**src/rtl/traffic_light_pkg.sv**
```systemverilog
// rtl/traffic_light_pkg.sv - shared phase encoding, fault indices and transition rules
package traffic_light_pkg;

  typedef enum logic [1:0] {
    DARK   = 2'd0,
    GREEN  = 2'd1,
    YELLOW = 2'd2,
    RED    = 2'd3
  } phase_t;

  localparam int FLT_PATTERN = 0;
  localparam int FLT_TRANS   = 1;
  localparam int FLT_STUCK   = 2;

  // Only meaningful for from != to; every change not listed as forbidden is allowed.
  function automatic logic legal_transition(phase_t from, phase_t to);
    logic ok;
    ok = 1'b1;
    if (from == YELLOW && to == GREEN)  ok = 1'b0;
    if (from == RED    && to == YELLOW) ok = 1'b0;
    if (from == DARK   && to == RED)    ok = 1'b0;
    return ok;
  endfunction

endpackage

```
**src/rtl/traffic_light_monitor_if.sv**
```systemverilog
// rtl/traffic_light_monitor_if.sv - lamp input and status outputs of the light monitor
interface traffic_light_monitor_if #(
  parameter int CNT_W = 8
);
  import traffic_light_pkg::*;

  logic [0:2]       leds;
  logic             clr_fault;
  phase_t           phase;
  logic [CNT_W-1:0] phase_cnt;
  logic [CNT_W-1:0] last_len;
  logic             len_valid;
  logic             walk;
  logic             fault;
  logic [2:0]       fault_code;

  modport master (
    output leds, clr_fault,
    input  phase, phase_cnt, last_len, len_valid, walk, fault, fault_code
  );

  modport slave (
    input  leds, clr_fault,
    output phase, phase_cnt, last_len, len_valid, walk, fault, fault_code
  );

endinterface

```
**src/rtl/tl_phase_decode.sv**
```systemverilog
// rtl/tl_phase_decode.sv - one-hot lamp pattern to phase, flags multi-hot patterns
module tl_phase_decode
  import traffic_light_pkg::*;
(
  input  logic [0:2] leds,
  output phase_t     phase,
  output logic       illegal_pattern
);

  always_comb begin
    phase           = DARK;
    illegal_pattern = 1'b0;
    case (leds)
      3'b000:  phase = DARK;
      3'b100:  phase = GREEN;
      3'b010:  phase = YELLOW;
      3'b001:  phase = RED;
      default: illegal_pattern = 1'b1;
    endcase
  end

endmodule

```
**src/rtl/traffic_light_monitor.sv**
```systemverilog
// rtl/traffic_light_monitor.sv - passive phase timer, fault flagger and walk enable
module traffic_light_monitor
  import traffic_light_pkg::*;
#(
  parameter int CNT_W     = 8,
  parameter int MAX_PHASE = 200,
  parameter int WALK_DLY  = 4
) (
  input  logic                  clk,
  input  logic                  rst_n,
  traffic_light_monitor_if.slave mon
);

  localparam logic [CNT_W-1:0] CNT_SAT  = '1;
  localparam logic [CNT_W-1:0] CNT_ONE  = CNT_W'(1);
  localparam logic [CNT_W-1:0] STUCK_AT = CNT_W'(MAX_PHASE - 1);
  localparam logic [CNT_W-1:0] WALK_AT  = CNT_W'(WALK_DLY);

  phase_t           dec_phase;
  logic             illegal;

  phase_t           phase_q, phase_d;
  logic [CNT_W-1:0] cnt_q, cnt_d;
  logic [CNT_W-1:0] last_q, last_d;
  logic             lv_q, lv_d;
  logic [2:0]       fc_q, fc_d;
  logic [2:0]       fault_ev;
  logic             changed;

  tl_phase_decode u_decode (
    .leds            (mon.leds),
    .phase           (dec_phase),
    .illegal_pattern (illegal)
  );

  always_comb begin
    phase_d  = phase_q;
    cnt_d    = (cnt_q == CNT_SAT) ? cnt_q : cnt_q + CNT_ONE;
    last_d   = last_q;
    lv_d     = 1'b0;
    fault_ev = 3'b000;
    changed  = !illegal && (dec_phase != phase_q);

    if (changed) begin
      phase_d = dec_phase;
      cnt_d   = CNT_ONE;
      last_d  = cnt_q;
      lv_d    = 1'b1;
    end

    fault_ev[FLT_PATTERN] = illegal;
    fault_ev[FLT_TRANS]   = changed && !legal_transition(phase_q, dec_phase);
    // Fires only on the step into MAX_PHASE, so saturation never re-triggers it.
    fault_ev[FLT_STUCK]   = !changed && (phase_q != DARK) && (cnt_q == STUCK_AT);

    fc_d = (mon.clr_fault ? 3'b000 : fc_q) | fault_ev;
  end

  always_ff @(posedge clk or negedge rst_n) begin
    if (!rst_n) begin
      phase_q <= DARK;
      cnt_q   <= '0;
      last_q  <= '0;
      lv_q    <= 1'b0;
      fc_q    <= 3'b000;
    end else begin
      phase_q <= phase_d;
      cnt_q   <= cnt_d;
      last_q  <= last_d;
      lv_q    <= lv_d;
      fc_q    <= fc_d;
    end
  end

  assign mon.phase      = phase_q;
  assign mon.phase_cnt  = cnt_q;
  assign mon.last_len   = last_q;
  assign mon.len_valid  = lv_q;
  assign mon.fault_code = fc_q;
  assign mon.fault      = |fc_q;
  assign mon.walk       = (phase_q == RED) && (cnt_q >= WALK_AT);

endmodule

```
**src/flat_wrapper.sv**
```systemverilog
// flat-port wrapper written by rule: the top's interface ports become plain ports
module traffic_light_monitor_flat import traffic_light_pkg::*;
#(
  parameter int CNT_W     = 8,
  parameter int MAX_PHASE = 200,
  parameter int WALK_DLY  = 4
)
  (clk, rst_n, mon_leds, mon_clr_fault, mon_phase, mon_phase_cnt, mon_last_len, mon_len_valid, mon_walk, mon_fault, mon_fault_code);
  traffic_light_monitor_if #(.CNT_W(CNT_W)) mon_i ();
  input  logic clk;
  input  logic rst_n;
  input wire logic [$bits(mon_i.leds)-1:0] mon_leds;
  input wire logic [$bits(mon_i.clr_fault)-1:0] mon_clr_fault;
  output wire logic [$bits(mon_i.phase)-1:0] mon_phase;
  output wire logic [$bits(mon_i.phase_cnt)-1:0] mon_phase_cnt;
  output wire logic [$bits(mon_i.last_len)-1:0] mon_last_len;
  output wire logic [$bits(mon_i.len_valid)-1:0] mon_len_valid;
  output wire logic [$bits(mon_i.walk)-1:0] mon_walk;
  output wire logic [$bits(mon_i.fault)-1:0] mon_fault;
  output wire logic [$bits(mon_i.fault_code)-1:0] mon_fault_code;
  assign mon_i.leds = mon_leds;
  assign mon_i.clr_fault = mon_clr_fault;
  assign mon_phase = mon_i.phase;
  assign mon_phase_cnt = mon_i.phase_cnt;
  assign mon_last_len = mon_i.last_len;
  assign mon_len_valid = mon_i.len_valid;
  assign mon_walk = mon_i.walk;
  assign mon_fault = mon_i.fault;
  assign mon_fault_code = mon_i.fault_code;
  traffic_light_monitor #(.CNT_W(CNT_W), .MAX_PHASE(MAX_PHASE), .WALK_DLY(WALK_DLY)) u_core (.clk(clk), .rst_n(rst_n), .mon(mon_i));
endmodule
```
**config.mk**
```make
export PLATFORM = sky130hd
export DESIGN_NAME = traffic_light_monitor_flat
export DESIGN_NICKNAME = d
export VERILOG_FILES = /design/src/rtl/traffic_light_pkg.sv /design/src/rtl/traffic_light_monitor_if.sv /design/src/rtl/tl_phase_decode.sv /design/src/rtl/traffic_light_monitor.sv /design/src/flat_wrapper.sv
export SDC_FILE = /design/constraint.sdc
export NUM_CORES = 1
export LEC_CHECK = 0
export ABC_AREA = 1
export CAP_MARGIN = 20
export CORE_MARGIN = 3
export CORE_UTILIZATION = 43
export CTS_CLUSTER_SIZE = 24
export DETAILED_ROUTE_END_ITERATION = 8
export PLACE_DENSITY_LB_ADDON = 0.05
export SLEW_MARGIN = 5
export SYNTH_ARGS = -nofsm -noshare
export SYNTH_HDL_FRONTEND = slang
export SYNTH_SLANG_ARGS = --single-unit
```
**constraint.sdc**
```tcl
create_clock -name clk -period 1.5 [get_ports clk]
set_clock_uncertainty 0.2 [all_clocks]
set_input_delay 0.3 -clock clk [delete_from_list [all_inputs] [get_ports clk]]
set_output_delay 0.3 -clock clk [all_outputs]
set_load 0.03 [all_outputs]
```
==> impl_results.md, run 1 <==
* Layout cells sized above 1 at 50.7%
* Clock Latency Late Sink at 0.30 ns
* Non-Filler Instances at 231
* Min cycle time layout at 1.77 ns
* H-tree levels at 1
* Worst R2R Path Depth at 8
* GRT Total Usage at 19.7%
* Library cells used by synthesis at 22
* WP data required at 1.00 ns
* DR pass1 iterations at 4
* Synth top area cells: dfrtp_1 (47%), nand2_1 (9.6%), nand3_1 (7.7%), nand2_2 (4.8%), inv_1 (4.2%)
* # diodes at 0
* Final core occ at 75.6%
* Clock-pin slew on the worst setup and hold paths at 0.13 ns
* Hold Crit Class: primary input to asynchronous set/reset pin
* Outcome: complete, but fails checks
* Fin. max-slew vios at 0
* Initial antenna violation count at 0
* Primary FF master, synth: dfrtp_1
* Dpl cells at 214
* Final setup fails at 9
* PortBufs at 29
* Mapped Nets at 147
* DP HPWL at 2.19 mm
* Worst slew margin at 82.5%
* Via density at 5.23
* CP Cell Sequence: nor3_2 > nand3_1 > nand3_2 > inv_2 > buf_6
* Leakage at 0.993 nW
* Die area at 3380 um^2
* Initial Util at 46.3%
* First-pass GRT wire length at 5.11 mm
* WP depth at 5
* Worst setup SP type: flop
* Site row count at 18
* DRT iter0 DRCs at 36
* Vias in the first global route at 1168
* Worst EP arrival at 1.27 ns
* Hold Vio Cnt, Final at 0
* Final period utilization at 118%
* Number of flops mapped to enable cells by yosys at 0
* DIE WIDTH at 58.1 um
* Seq/Total Area, Yosys at 47.1%
* Pre-CTS setup slack at -0.444 ns
* Final hold slack at 0.131 ns
* Mean Syn Cell Area at 8.41 um^2
* RSZ-0062 raised after global routing: true
* Ys async rst share at 100%
* CTS root buf: clkbuf_4
* CTS Buf Count at 3
* Post-DRT Antenna Nets at 0
* Clock Tree Buf Depth at 2
* Post-route setup slack at -0.271 ns
* DRC violations left at 0
* Max FO, Critical Path at 2
* Max IR drop VDD at 0.00112 V
* Total core area at 2520 um^2
* Kind of end point of the critical path: output pin
* Sink Count at 22
* MaxCap Viol Count at 0
* Post-DP Area at 1590 um^2
* Post-Synthesis Cells at 139
* Crit-path leading delay family: flip-flops
* Crit path largest cell delay at 0.44 ns
* #FFs+latches synth at 22
* Ports at 30
* Synth area leader: dfrtp_1
* Pwr dens at 1230 nW/um^2
* Share of the synthesized area in the top cell type at 47.1%
* Total gr overflow at 0
* Violated checks: negative setup slack
* Actual slew at the worst max-slew pin at 0.259 ns
* Via count at 1209
* Synth Warn # at 0
* Max Fclk at 565 MHz
* Largest net degree at the start of global routing at 23
* Synthesized area at 1170 um^2
* Die H at 58.1 um
* Critical path's slowest cell: dfrtp_2
* Nets at 210
* Design area at 1910 um^2
* Fillers at 171
* Final wirelength at 3.45 mm
* Critical path class: flop to output pin
* GPL Wtd Cong at 0.847
* CP Buf/Inv Count at 2
* CTS tree: done
* DR WL/cell at 14.9 um
* Synthesis-to-layout area growth at 63.3%
-- cell usage in the layout, fill, tap and decap left out, types with 4 or more instances in the layout --
master	synthesis	final
buf_4	0	26
nand2_1	30	28
nand3_1	18	17
inv_1	13	6
o21ai_0	7	6
inv_2	4	8
nor2_1	12	11
nand4_1	4	4
nand2_2	9	7
nand2_4	4	7
dfrtp_1	22	16
buf_6	2	27
dfrtp_2	0	6
-- synthesized netlist by cell type, types with 2 or more instances --
| cell | n |
|---|---|
| dfrtp_1 | 22 |
| inv_2 | 4 |
| nand2_2 | 9 |
| nand3_1 | 18 |
| a21oi_1 | 2 |
| nand2_4 | 4 |
| ha_1 | 2 |
| nand4_1 | 4 |
| nand2_1 | 30 |
| nor3_1 | 2 |
| buf_6 | 2 |
| nor2_1 | 12 |
| inv_1 | 13 |
| o21ai_0 | 7 |
-- stage by stage --
stage | power [mW] | TNS [ns]
6_report | 2.35 | -0.488
5_1_grt | 2.48 | -1.24
4_1_cts | 2.22 | -0.427
3_5_place_dp | 1.74 | -8.73
3_3_place_gp | 1.72 | -7.87
2_1_floorplan | 1.33 | 0
-- final cells by class --
class,instances,area (um^2),area share (%)
multi-input combinational,99,637,33.4
timing repair buffer,59,566,29.6
sequential,22,558,29.2
inverter,17,73.8,3.87
clock buffer,4,36.3,1.90
tap,30,37.5,1.97
-- cell families (layout without fill, tap and decap cells) --
logic type	Yosys count	in the layout	share of synthesized area, %
flip-flops	22	22	47.1
AO/OA/AOI/OAI	13	13	6.64
buffers and inverters	19	80	7.39
adder cells (fa/ha/maj)	2	2	2.14
AND/OR/NAND/NOR	83	84	36.7
-- power by group --
part           total [mW]  internal, mW  switching [mW]
sequential          0.790         0.704          0.0855
combinational        1.23         0.538           0.694
clock               0.329         0.148           0.181
-- sequential cells by signal, indices dropped and copies added, names as in the netlist --
register               flops
u_core.mon.len_valid       1
u_core.mon.phase           2
u_core.mon.last_len        8
u_core.mon.fault_code      3
u_core.mon.phase_cnt       8
-- path summary, 6_finish.rpt --
check | slack, ns | startpoint | to
setup / recovery | -0.27 | u_core.mon.phase_cnt[2]$_DFFE_PN0P_ | mon_walk
hold / removal | 0.13 | rst_n | u_core.mon.last_len[5]$_DFFE_PN0N_
setup reg to reg | 0.01 | u_core.mon.phase_cnt[2]$_DFFE_PN0P_ | u_core.mon.phase_cnt[7]$_DFFE_PN0P_
hold reg to reg | 0.29 | u_core.mon.last_len[3]$_DFFE_PN0N_ | u_core.mon.last_len[3]$_DFFE_PN0N_
max in group asynchronous | 0.81 | rst_n | u_core.mon.phase[0]$_DFFE_PN0N_
min in group clk | 0.29 | u_core.mon.last_len[3]$_DFFE_PN0N_ | u_core.mon.last_len[3]$_DFFE_PN0N_
-- repair_timing --
item | in CTS | in global routing
endpoints found under the setup margin | 33 | 30
cloned | 0 | 1
setup buffers | 6 | 11
endpoints found under the hold margin | 0 | 0
hold buffers | 0 | 0
gates resized for setup | 42 | 31
pin swaps | 5 | 12
-- worst register-to-register path, delay by kind of cell, from the launching register on --
family,cells,cell delay (ns)
buffers and inverters,3,0.38
and+or+nand+nor,5,0.37
DFF,1,0.44
-- metal layers --
layer,vias to the layer above,track usage (%),wire [um]
met5,-,0,0
met4,0,6.62,34
met3,4,3.12,186
met2,42,34.8,1730
met1,583,24.3,1500
li1,580,-,-
Power figures use the tool's default switching activity.
==> run 2: changes to the inputs <==
--- a/config.mk
+++ b/config.mk
@@ -8,9 +8,10 @@
 export ABC_AREA = 1
 export CAP_MARGIN = 20
 export CORE_MARGIN = 3
-export CORE_UTILIZATION = 43
+export CORE_UTILIZATION = 55
 export CTS_CLUSTER_SIZE = 24
 export DETAILED_ROUTE_END_ITERATION = 8
+export DONT_BUFFER_PORTS = 1
 export PLACE_DENSITY_LB_ADDON = 0.05
 export SLEW_MARGIN = 5
 export SYNTH_ARGS = -nofsm -noshare
==> run 2 against run 1 <==
The run still ends with negative setup slack left; routed wire length down 12%; critical path depth is 1 lower; global-route usage up 2.6 points; sequential cell count did not move; sequential share of layout area up 6.1 points; non-clock buffer count shrank 33; sequential power up 13%; via count shrank 9.0%; design area is 17% lower; critical path type unchanged; critical endpoint unchanged.
==> impl_results.md, run 2 (synthesis results as in run 1) <==
* Flop pwr share at 40.6%
* Post-DP Area at 1310 um^2
* Total core area at 1980 um^2
* WP data required at 1.00 ns
* Initial Util at 59.0%
* Final period utilization at 112%
* First-pass GRT wire length at 4.44 mm
* GPL Wtd Cong at 0.841
* Leakage at 0.805 nW
* Gate power share at 38.5%
* GRT Total Usage at 22.3%
* GR Layer Usage met3 at 4.58%
* CTS root buf: clkbuf_4
* Final setup fails at 7
* Outcome: complete, but fails checks
* Critical path class: flop to output pin
* Hold Vio Cnt, Final at 0
* Sw frac at 40.8%
* Total power at 2.20 mW
* RSZ-0062 raised after global routing: true
* Max FO, Critical Path at 2
* Ports at 30
* PortBufs at 0
* Layout cells sized above 1 at 44.3%
* Pre-CTS setup slack at 0.0214 ns
* # diodes at 0
* Fin. max-slew vios at 0
* Worst R2R Path Depth at 9
* Via count at 1100
* Clock-pin slew on the worst setup and hold paths at 0.13 ns
* Min cycle time layout at 1.68 ns
* Crit path largest cell delay at 0.43 ns
* DP HPWL at 1.85 mm
* Actual slew at the worst max-slew pin at 0.996 ns
* DIE WIDTH at 52.1 um
* Design area at 1580 um^2
* Nets at 176
* Non-Filler Instances at 194
* Largest net degree at the start of global routing at 23
* CTS tree: done
* Hold Crit Class: primary input to asynchronous set/reset pin
* Fillers at 121
* Die H at 52.1 um
* Met2 Use GR at 36.4%
* R2r setup slk at -0.02 ns
* Post-DRT Antenna Nets at 0
* Site row count at 16
* MaxCap Viol Count at 0
* Dpl cells at 179
* Sw power at 899 uW
* Critical path launch point: u_core.mon.phase_cnt[2]$_DFFE_PN0P_
* Final wirelength at 3.05 mm
* DRC violations left at 0
* Clock power share at 21.0%
* Final hold slack at 0.00298 ns
* DRT iter0 DRCs at 41
* Kind of end point of the critical path: output pin
* Most frequent cells in the layout: nand2_1 (26), nand3_1 (15), dfrtp_1 (15)
* Crit-path leading delay family: flip-flops
* Max Fclk at 596 MHz
* Post-route setup slack at -0.179 ns
* Max IR drop VDD at 0.000893 V
* Die area at 2710 um^2
* Via density at 5.67
* Clock Latency Late Sink at 0.32 ns
* DR pass1 iterations at 4
* CP Cell Sequence: nor3_2 > nand3_1 > nand3_2 > inv_4
* Violated checks: negative setup slack
* Total gr overflow at 0
* Worst slew margin at 33.6%
* Synthesis-to-layout area growth at 35.4%
* Initial antenna violation count at 0
* Commonest non-fill, non-tap cell in the layout: nand2_1
* Pwr dens at 1390 nW/um^2
* Worst r2r src: u_core.mon.phase_cnt[2]$_DFFE_PN0P_
* Worst r2r dst: u_core.mon.phase_cnt[7]$_DFFE_PN0P_
* Grt met1 use at 28.9%
* Sink Count at 22
* Int Power at 1.30 mW
* Worst setup SP type: flop
* H-tree levels at 1
* GRT Max-Usage Layer: met2
* Worst EP arrival at 1.18 ns
* CP Buf/Inv Count at 1
* CTS Buf Count at 3
* Clock Tree Buf Depth at 2
* DR WL/cell at 15.7 um
* Critical path's slowest cell: dfrtp_2
* Vias in the first global route at 1014
==> run 2: final cells by class <==
type,instances,area [um^2],area share [%]
clock buffer,3,22.5,1.42
clock inverter,1,30.0,1.90
inverter,17,68.8,4.35
multi-input combinational,98,613,38.7
sequential,22,559,35.3
tap,27,33.8,2.13
timing repair buffer,26,255,16.1
==> run 2: what timing repair did <==
item / 4_1_cts / 5_1_grt
gates resized for setup: 8 / 31
setup endpoints to repair: 3 / 36
hold endpoints to repair: 25 / 0
hold buffers: 2 / 0
pin swaps: 3 / 12
setup buffers: 5 / 5
==> run 2: how the worst max path moves through the flow <==
stage | endpoint | slack (ns) | cells past startpoint
global route | mon_walk | -0.26 | 4
global placement | u_core.mon.phase_cnt[1]$_DFFE_PN0P_ | 0.03 | 7
CTS | mon_walk | -0.17 | 4
finish | mon_walk | -0.18 | 4
detailed placement | u_core.mon.phase_cnt[1]$_DFFE_PN0P_ | 0.02 | 7
floorplan | mon_walk | 0.00009 | 4
==> run 2: worst reg2reg max path, cell delays in order, from the launching register on <==
cell and delay, ns:
dfrtp_2 0.43, buf_4 0.13, buf_6 0.12, buf_8 0.14
nand3_4 0.10, inv_4 0.05, nand3_1 0.06, nand2_1 0.05
nor2_1 0.10, nor2_1 0.06
==> run 2: power groups by stage <==
stage               clock network [mW]  logic (mW)  registers [mW]
floorplan                            0       0.303            1.03
detailed placement                   0       0.606           0.902
global route                     0.483       0.911           0.907
finish                           0.462       0.847           0.893
CTS                              0.462       0.664           0.887
global placement                     0       0.597           0.900
==> run 2: stage by stage <==
| stage | TNS (ns) | util (%) |
|---|---|---|
| after floorplan | 0 | - |
| after global placement | 0 | 66.2 |
| after detailed placement | 0 | 66.2 |
| after CTS | -0.335 | 73.0 |
| after global routing | -0.924 | 79.9 |
| final | -0.526 | 79.9 |
==> run 2: metal layers <==
metal / share of wire, % / wire length [um]
met5: 0 / 0
met4: 2.2 / 68
met3: 6.2 / 188
met2: 48 / 1480
met1: 43 / 1310
==> run 3: changes to the inputs <==
--- a/config.mk
+++ b/config.mk
@@ -8,7 +8,7 @@
 export ABC_AREA = 1
 export CAP_MARGIN = 20
 export CORE_MARGIN = 3
-export CORE_UTILIZATION = 55
+export CORE_UTILIZATION = 57
 export CTS_CLUSTER_SIZE = 24
 export DETAILED_ROUTE_END_ITERATION = 8
 export DONT_BUFFER_PORTS = 1
==> constraint.sdc (replaced) <==
create_clock -name clk -period 1.9 [get_ports clk]
set_clock_uncertainty 0.2 [all_clocks]
set_input_delay 0.38 -clock clk [delete_from_list [all_inputs] [get_ports clk]]
set_output_delay 0.38 -clock clk [all_outputs]
set_load 0.03 [all_outputs]
==> run 3 against run 2 <==
The flow now finishes without violations; design area decreased by 16%; cell count decreased by 7.2%; worst hold slack improved by 0.026 ns; routed wire length decreased by 18%; core utilization decreased by 6.9 points; non-clock buffer count decreased by 12; combinational power decreased by 44%; setup slack improved by 0.28 ns; register-to-register slack improved by 0.31 ns; global-route usage increased by 0.67 points; first-iteration DRC count decreased by 17%; via count decreased by 8.5%; critical endpoint unchanged.
==> impl_results.md, run 3 (synthesis results as in run 1) <==
* Hold path start: mon_clr_fault
* CP Cell Sequence: nor3_2 > nand3_1 > nand3_1 > inv_1
* Fillers at 140
* Pwr dens at 1080 nW/um^2
* DR pass1 iterations at 4
* Fin. max-slew vios at 0
* Sink Count at 22
* Most frequent cells in the layout: nand2_1 (30), dfrtp_1 (22), nand3_1 (18)
* Die area at 2630 um^2
* CTS root buf: clkbuf_4
* Post-CTS Setup Bufs at 0
* Max FO, Critical Path at 2
* Critical path launch point: u_core.mon.phase_cnt[2]$_DFFE_PN0P_
* WP depth at 4
* Min cycle time layout at 1.80 ns
* MaxCap Viol Count at 0
* Leakage at 0.696 nW
* GRT Total Usage at 23.0%
* Nets at 164
* Largest net degree at the start of global routing at 23
* Final wirelength at 2.50 mm
* # diodes at 0
* Crit path largest cell delay at 0.42 ns
* DRC violations left at 0
* Layout cells sized above 1 at 25.2%
* Final period utilization at 94.5%
* DP HPWL at 1.82 mm
* Site row count at 15
* Critical path's slowest cell: dfrtp_1
* Clock-pin slew on the worst setup and hold paths at 0.12 ns
* DR WL/cell at 13.9 um
* Ports at 30
* Worst slew margin at 33.5%
* CTS tree: done
* Critical path class: flop to output pin
* Hold Vio Cnt, Final at 0
* Cell mode on critical path: nand3_1
* DRT iter0 DRCs at 34
* Total core area at 1820 um^2
* R2r setup slk at 0.29 ns
* Synthesis-to-layout area growth at 13.7%
* Via count at 1006
* Setup_tns at 0 ns
* Outcome: complete, no violations
* Via density at 5.59
* Crit path capture: mon_walk
* Total gr overflow at 0
* Vias in the first global route at 999
* DIE WIDTH at 51.3 um
* Max Fclk at 557 MHz
* PortBufs at 0
* Commonest non-fill, non-tap cell in the layout: nand2_1
* Hold Crit Class: primary input to flop
* Worst r2r dst: u_core.mon.phase_cnt[1]$_DFFE_PN0P_
* Initial antenna violation count at 0
* Worst r2r src: u_core.mon.phase_cnt[2]$_DFFE_PN0P_
* Worst EP arrival at 1.22 ns
* First-pass GRT wire length at 4.46 mm
* Final setup fails at 0
* WP data required at 1.32 ns
* RSZ-0062 raised after global routing: false
* Clock Latency Late Sink at 0.31 ns
* Post-DRT Antenna Nets at 0
* Kind of end point of the critical path: output pin
* GPL Wtd Cong at 0.920
* Total power at 1.43 mW
* Initial Util at 64.2%
* Crit-path leading delay family: flip-flops
* Worst setup SP type: flop
* CP Buf/Inv Count at 1
* CTS Buf Count at 3
* Clock Tree Buf Depth at 2
* Worst R2R Path Depth at 7
* Max IR drop VDD at 0.000556 V
* Actual slew at the worst max-slew pin at 0.995 ns
* H-tree levels at 1
* Die H at 51.3 um
[run 3: changes by cell type in the layout (fill, tap and decap cells not counted), sizes merged]
cell,delta
dlymetal6s4s,-1
clkbuf,+1
dlygate4sd3,+1
bufinv,-1
buf,-12
[run 3: power by group]
part	internal (mW)	switching, mW	total (mW)
registers	0.548	0.151	0.699
logic	0.154	0.319	0.472
clock network	0.117	0.143	0.260
total	0.818	0.613	1.43
[run 3: stage by stage]
| stage | utilization (%) | hold WS, ns | instances | setup slack, ns | cell area (um^2) |
|---|---|---|---|---|---|
| 2_1_floorplan | - | -0.116 | 139 | 0.216 | 1170 |
| 3_3_place_gp | 69.6 | -0.115 | 174 | 0.341 | 1270 |
| 3_5_place_dp | 69.6 | -0.115 | 174 | 0.324 | 1270 |
| 4_1_cts | 72.7 | 0.0221 | 180 | 0.0760 | 1320 |
| 5_1_grt | 73.0 | 0.0337 | 180 | 0.0189 | 1330 |
| 6_report | 73.0 | 0.0287 | 180 | 0.104 | 1330 |
[run 3: tightest hold or removal path: cells and delay by family]
kind / cells / cell delay, ns
buf+inv: 1 / 0.03
simple gates: 2 / 0.10
[run 3: repair_timing]
| action | in CTS | in global routing |
|---|---|---|
| resized for setup | 0 | 1 |
| hold endpoints to repair | 23 | 0 |
| hold buffers | 2 | 0 |
| endpoints found under the setup margin | 0 | 1 |
[run 3: worst min-delay path by stage]
| stage | endpoint | cells past startpoint |
|---|---|---|
| floorplan | u_core.mon.fault_code[0]$_DFF_PN0_ | 0 |
| global placement | u_core.mon.fault_code[0]$_DFF_PN0_ | 0 |
| detailed placement | u_core.mon.fault_code[0]$_DFF_PN0_ | 0 |
| CTS | u_core.mon.fault_code[2]$_DFF_PN0_ | 3 |
| global route | u_core.mon.fault_code[2]$_DFF_PN0_ | 3 |
| finish | u_core.mon.fault_code[2]$_DFF_PN0_ | 3 |
[run 3: routing by layer]
metal | vias to the layer above | share of wire [%] | track usage [%]
met5 | - | 0 | 0
met4 | 0 | 2.3 | 12.7
met3 | 7 | 7.0 | 4.08
met2 | 42 | 48 | 38.2
met1 | 474 | 42 | 28.0
li1 | 483 | - | -
[run 3: final cells by class]
class / count / area [um^2] / share of cell area (%)
multi-input combinational: 98 / 537 / 40.4
tap: 25 / 31.3 / 2.35
inverter: 17 / 63.8 / 4.80
sequential: 22 / 551 / 41.4
timing repair buffer: 14 / 110 / 8.29
clock buffer: 4 / 36.3 / 2.73
==> RTL edit (flow settings as in run 3) <==
Make the reset (`rst_n`) synchronous in one clocked block.
--- a/src/rtl/traffic_light_monitor.sv
+++ b/src/rtl/traffic_light_monitor.sv
@@ -56,7 +56,7 @@
     fc_d = (mon.clr_fault ? 3'b000 : fc_q) | fault_ev;
   end
 
-  always_ff @(posedge clk or negedge rst_n) begin
+  always_ff @(posedge clk) begin
     if (!rst_n) begin
       phase_q <= DARK;
       cnt_q   <= '0;
Behaviour: differs if rst_n is asserted again (counterexample within 4 cycles, from zero or initial values and one cycle with rst_n low); with rst_n held inactive, the same outputs for 10 cycles.
==> RTL edit against run 3 <==
- sequential share of layout area decreased by 5.9 points
- sequential cell count unchanged
- utilization fell by 1.5 points
- setup slack got worse by 0.047 ns
- register-to-register slack lost 0.02 ns
- hold slack worse by 0.017 ns
- cell area shrank 6.1%
- first-iteration DRC count rose by 44%
- wire length increased by 0.92%
- synthesized area decreased by 7.9%
- critical path depth is the same
Power is not compared: it rests on default switching activity, and its combinational part moved more than twofold at a synthesized area within 25%.
==> RTL edit: results (changes against run 3) <==
stage	metric	value	unit	change
synth	yosysSeqAreaShare	0.409		was 0.471
synth	ys_top_cells_by_count	nand2_1 (28), dfxtp_1 (22), inv_1 (20), nand3_1 (19), nor2_1 (18)		was nand2_1 (30), dfrtp_1 (22), nand3_1 (18), inv_1 (13), nor2_1 (12)
placed_design	place_congestion	0.889		was 0.920
synth	yosysUniqueCellTypes	24		was 22
placed_design	io_buffers	0		unchanged
placed_design	place_area	0.00116	mm^2	was 0.00127 mm^2
finish	nNetsFinal	172		was 164
clock_network	numCtsBuffers	3		unchanged
timing	tightest_slew	0.362	ns	was 0.995 ns
power	power_leakage	0.607	nW	
finish	antenna-diode-count	0		unchanged
synth	async_flop_share	0		was 1.00
run_status	status	complete, no violations		unchanged
synth	synthTopCellsByArea	dfxtp_1 (41%), nand2_1 (9.8%), nand3_1 (8.8%), nand4_1 (8.1%), inv_1 (7.0%)		was dfrtp_1 (47%), nand2_1 (9.6%), nand3_1 (7.7%), nand2_2 (4.8%), inv_1 (4.2%)
synth	synth_nets	158		was 147
power	ir_worst_vdd	0.000535	V	
global_route	grt_max_degree	24		was 23
global_route	antenna_found_initial	0		unchanged
route	wire_per_inst	13.4	um	was 13.9 um
placed_design	dp_hpwl	1820	um	about the same
clock_network	cts_root_buffer	clkbuf_4		unchanged
finish	drive_gt1_frac	0.172		was 0.252
worst_setup_path	crit_path_max_fanout	5		was 2
clock_network	post-cts-setup-buffers	0		unchanged
min_path	hold_path.class	in -> reg		unchanged
timing	finalHoldViolCount	0		unchanged
route	drtIter0Drc	49		was 34
global_route	grt_pass1_wl	3960	um	was 4460 um
global_route	track_usage	0.209		was 0.230
clock_network	cts_buffer_depth	2		unchanged
clock_network	cts.clk_slew.worst_paths	0.12	ns	about the same
clock_network	clk_latency	0.30	ns	
worst_setup_path	crit_arrival	1.26	ns	was 1.22 ns
route	drtPass1Iterations	4		unchanged
clock_network	htree_num_levels	1		unchanged
placed_design	place_worst_setup_slack	0.249	ns	was 0.324 ns
global_route	grt_pass1_vias	907		was 999
route	routed_via_density	5.52		was 5.59
synth	yosys_warnings	0		unchanged
RTL edit: cell types whose count changed after synthesis, sizes merged, moves of 2 or more:
cell,delta
dfrtp,-22
dfxtp,+22
nand2,-11
nand4,+10
inv,+4
nor2,+4
a21oi,+3
o21ai,-3
nor3,-2
RTL edit: final timing paths:
| kind | startpoint | endpoint | slack [ns] | cells after the start |
|---|---|---|---|---|
| worst max-delay path | u_core.mon.phase_cnt[3]$_SDFFE_PP0P_ | mon_walk | 0.06 | 4 |
| worst min-delay path | rst_n | u_core.mon.last_len[3]$_SDFFE_PN0P_ | 0.01 | 2 |
| worst max register to register | u_core.mon.phase_cnt[0]$_SDFFE_PN0P_ | u_core.mon.phase_cnt[0]$_SDFFE_PN0P_ | 0.27 | 7 |
| worst min register to register | u_core.mon.phase_cnt[3]$_SDFFE_PP0P_ | u_core.mon.last_len[3]$_SDFFE_PN0P_ | 0.34 | 2 |
RTL edit: report_power, final:
group | internal (mW) | total [mW] | leakage, nW | switching, mW
Combinational | 0.0496 | 0.153 | 0.406 | 0.103
Clock | 0.117 | 0.253 | 0.0210 | 0.136
Sequential | 0.479 | 0.508 | 0.180 | 0.0293
Total | 0.645 | 0.913 | 0.607 | 0.268
RTL edit: area by class of cell:
type / count / area, um^2
Tap cell: 25 / 31.3
Clock buffer: 4 / 36.3
Inverter: 21 / 78.8
Sequential cell: 22 / 443
Fill cell: 152 / 498
Multi-Input combinational cell: 103 / 556
Timing Repair Buffer: 13 / 103
RTL edit: cells by family (layout without fill, tap and decap cells):
group | after synthesis | in the layout | synth area share
simple gates | 86 | 86 | 0.384
fa+ha+maj | 2 | 2 | 0.0233
buf+inv | 25 | 38 | 0.0988
flops | 22 | 22 | 0.409
compound gates | 13 | 13 | 0.0686
xor+xnor | 2 | 2 | 0.0163
RTL edit: per-layer routing:
metal | track usage | wire (um)
met5 | 0 | 0
met4 | 0.0968 | 42
met3 | 0.0574 | 179
met1 | 0.248 | 1110
met2 | 0.348 | 1180
RTL edit: timing repair:
action                                 CTS  global route
endpoints found under the hold margin    1             2
gates resized for setup                  0             8
hold buffers                             1             1
setup endpoints to repair                0             2
RTL edit: through the flow:
step	hold WS (ns)	power, mW	cells
floorplan	0.341	0.637	150
global placement	0.318	0.659	182
detailed placement	0.322	0.662	182
CTS	0.000131	0.912	187
global route	0.00688	0.955	188
finish	0.0115	0.913	188
RTL edit: critical path: stages (launching register included):
cell and delay [ns]:
dfxtp_2 0.37, inv_1 0.11, nand3_2 0.11, o31ai_4 0.25, inv_2 0.12
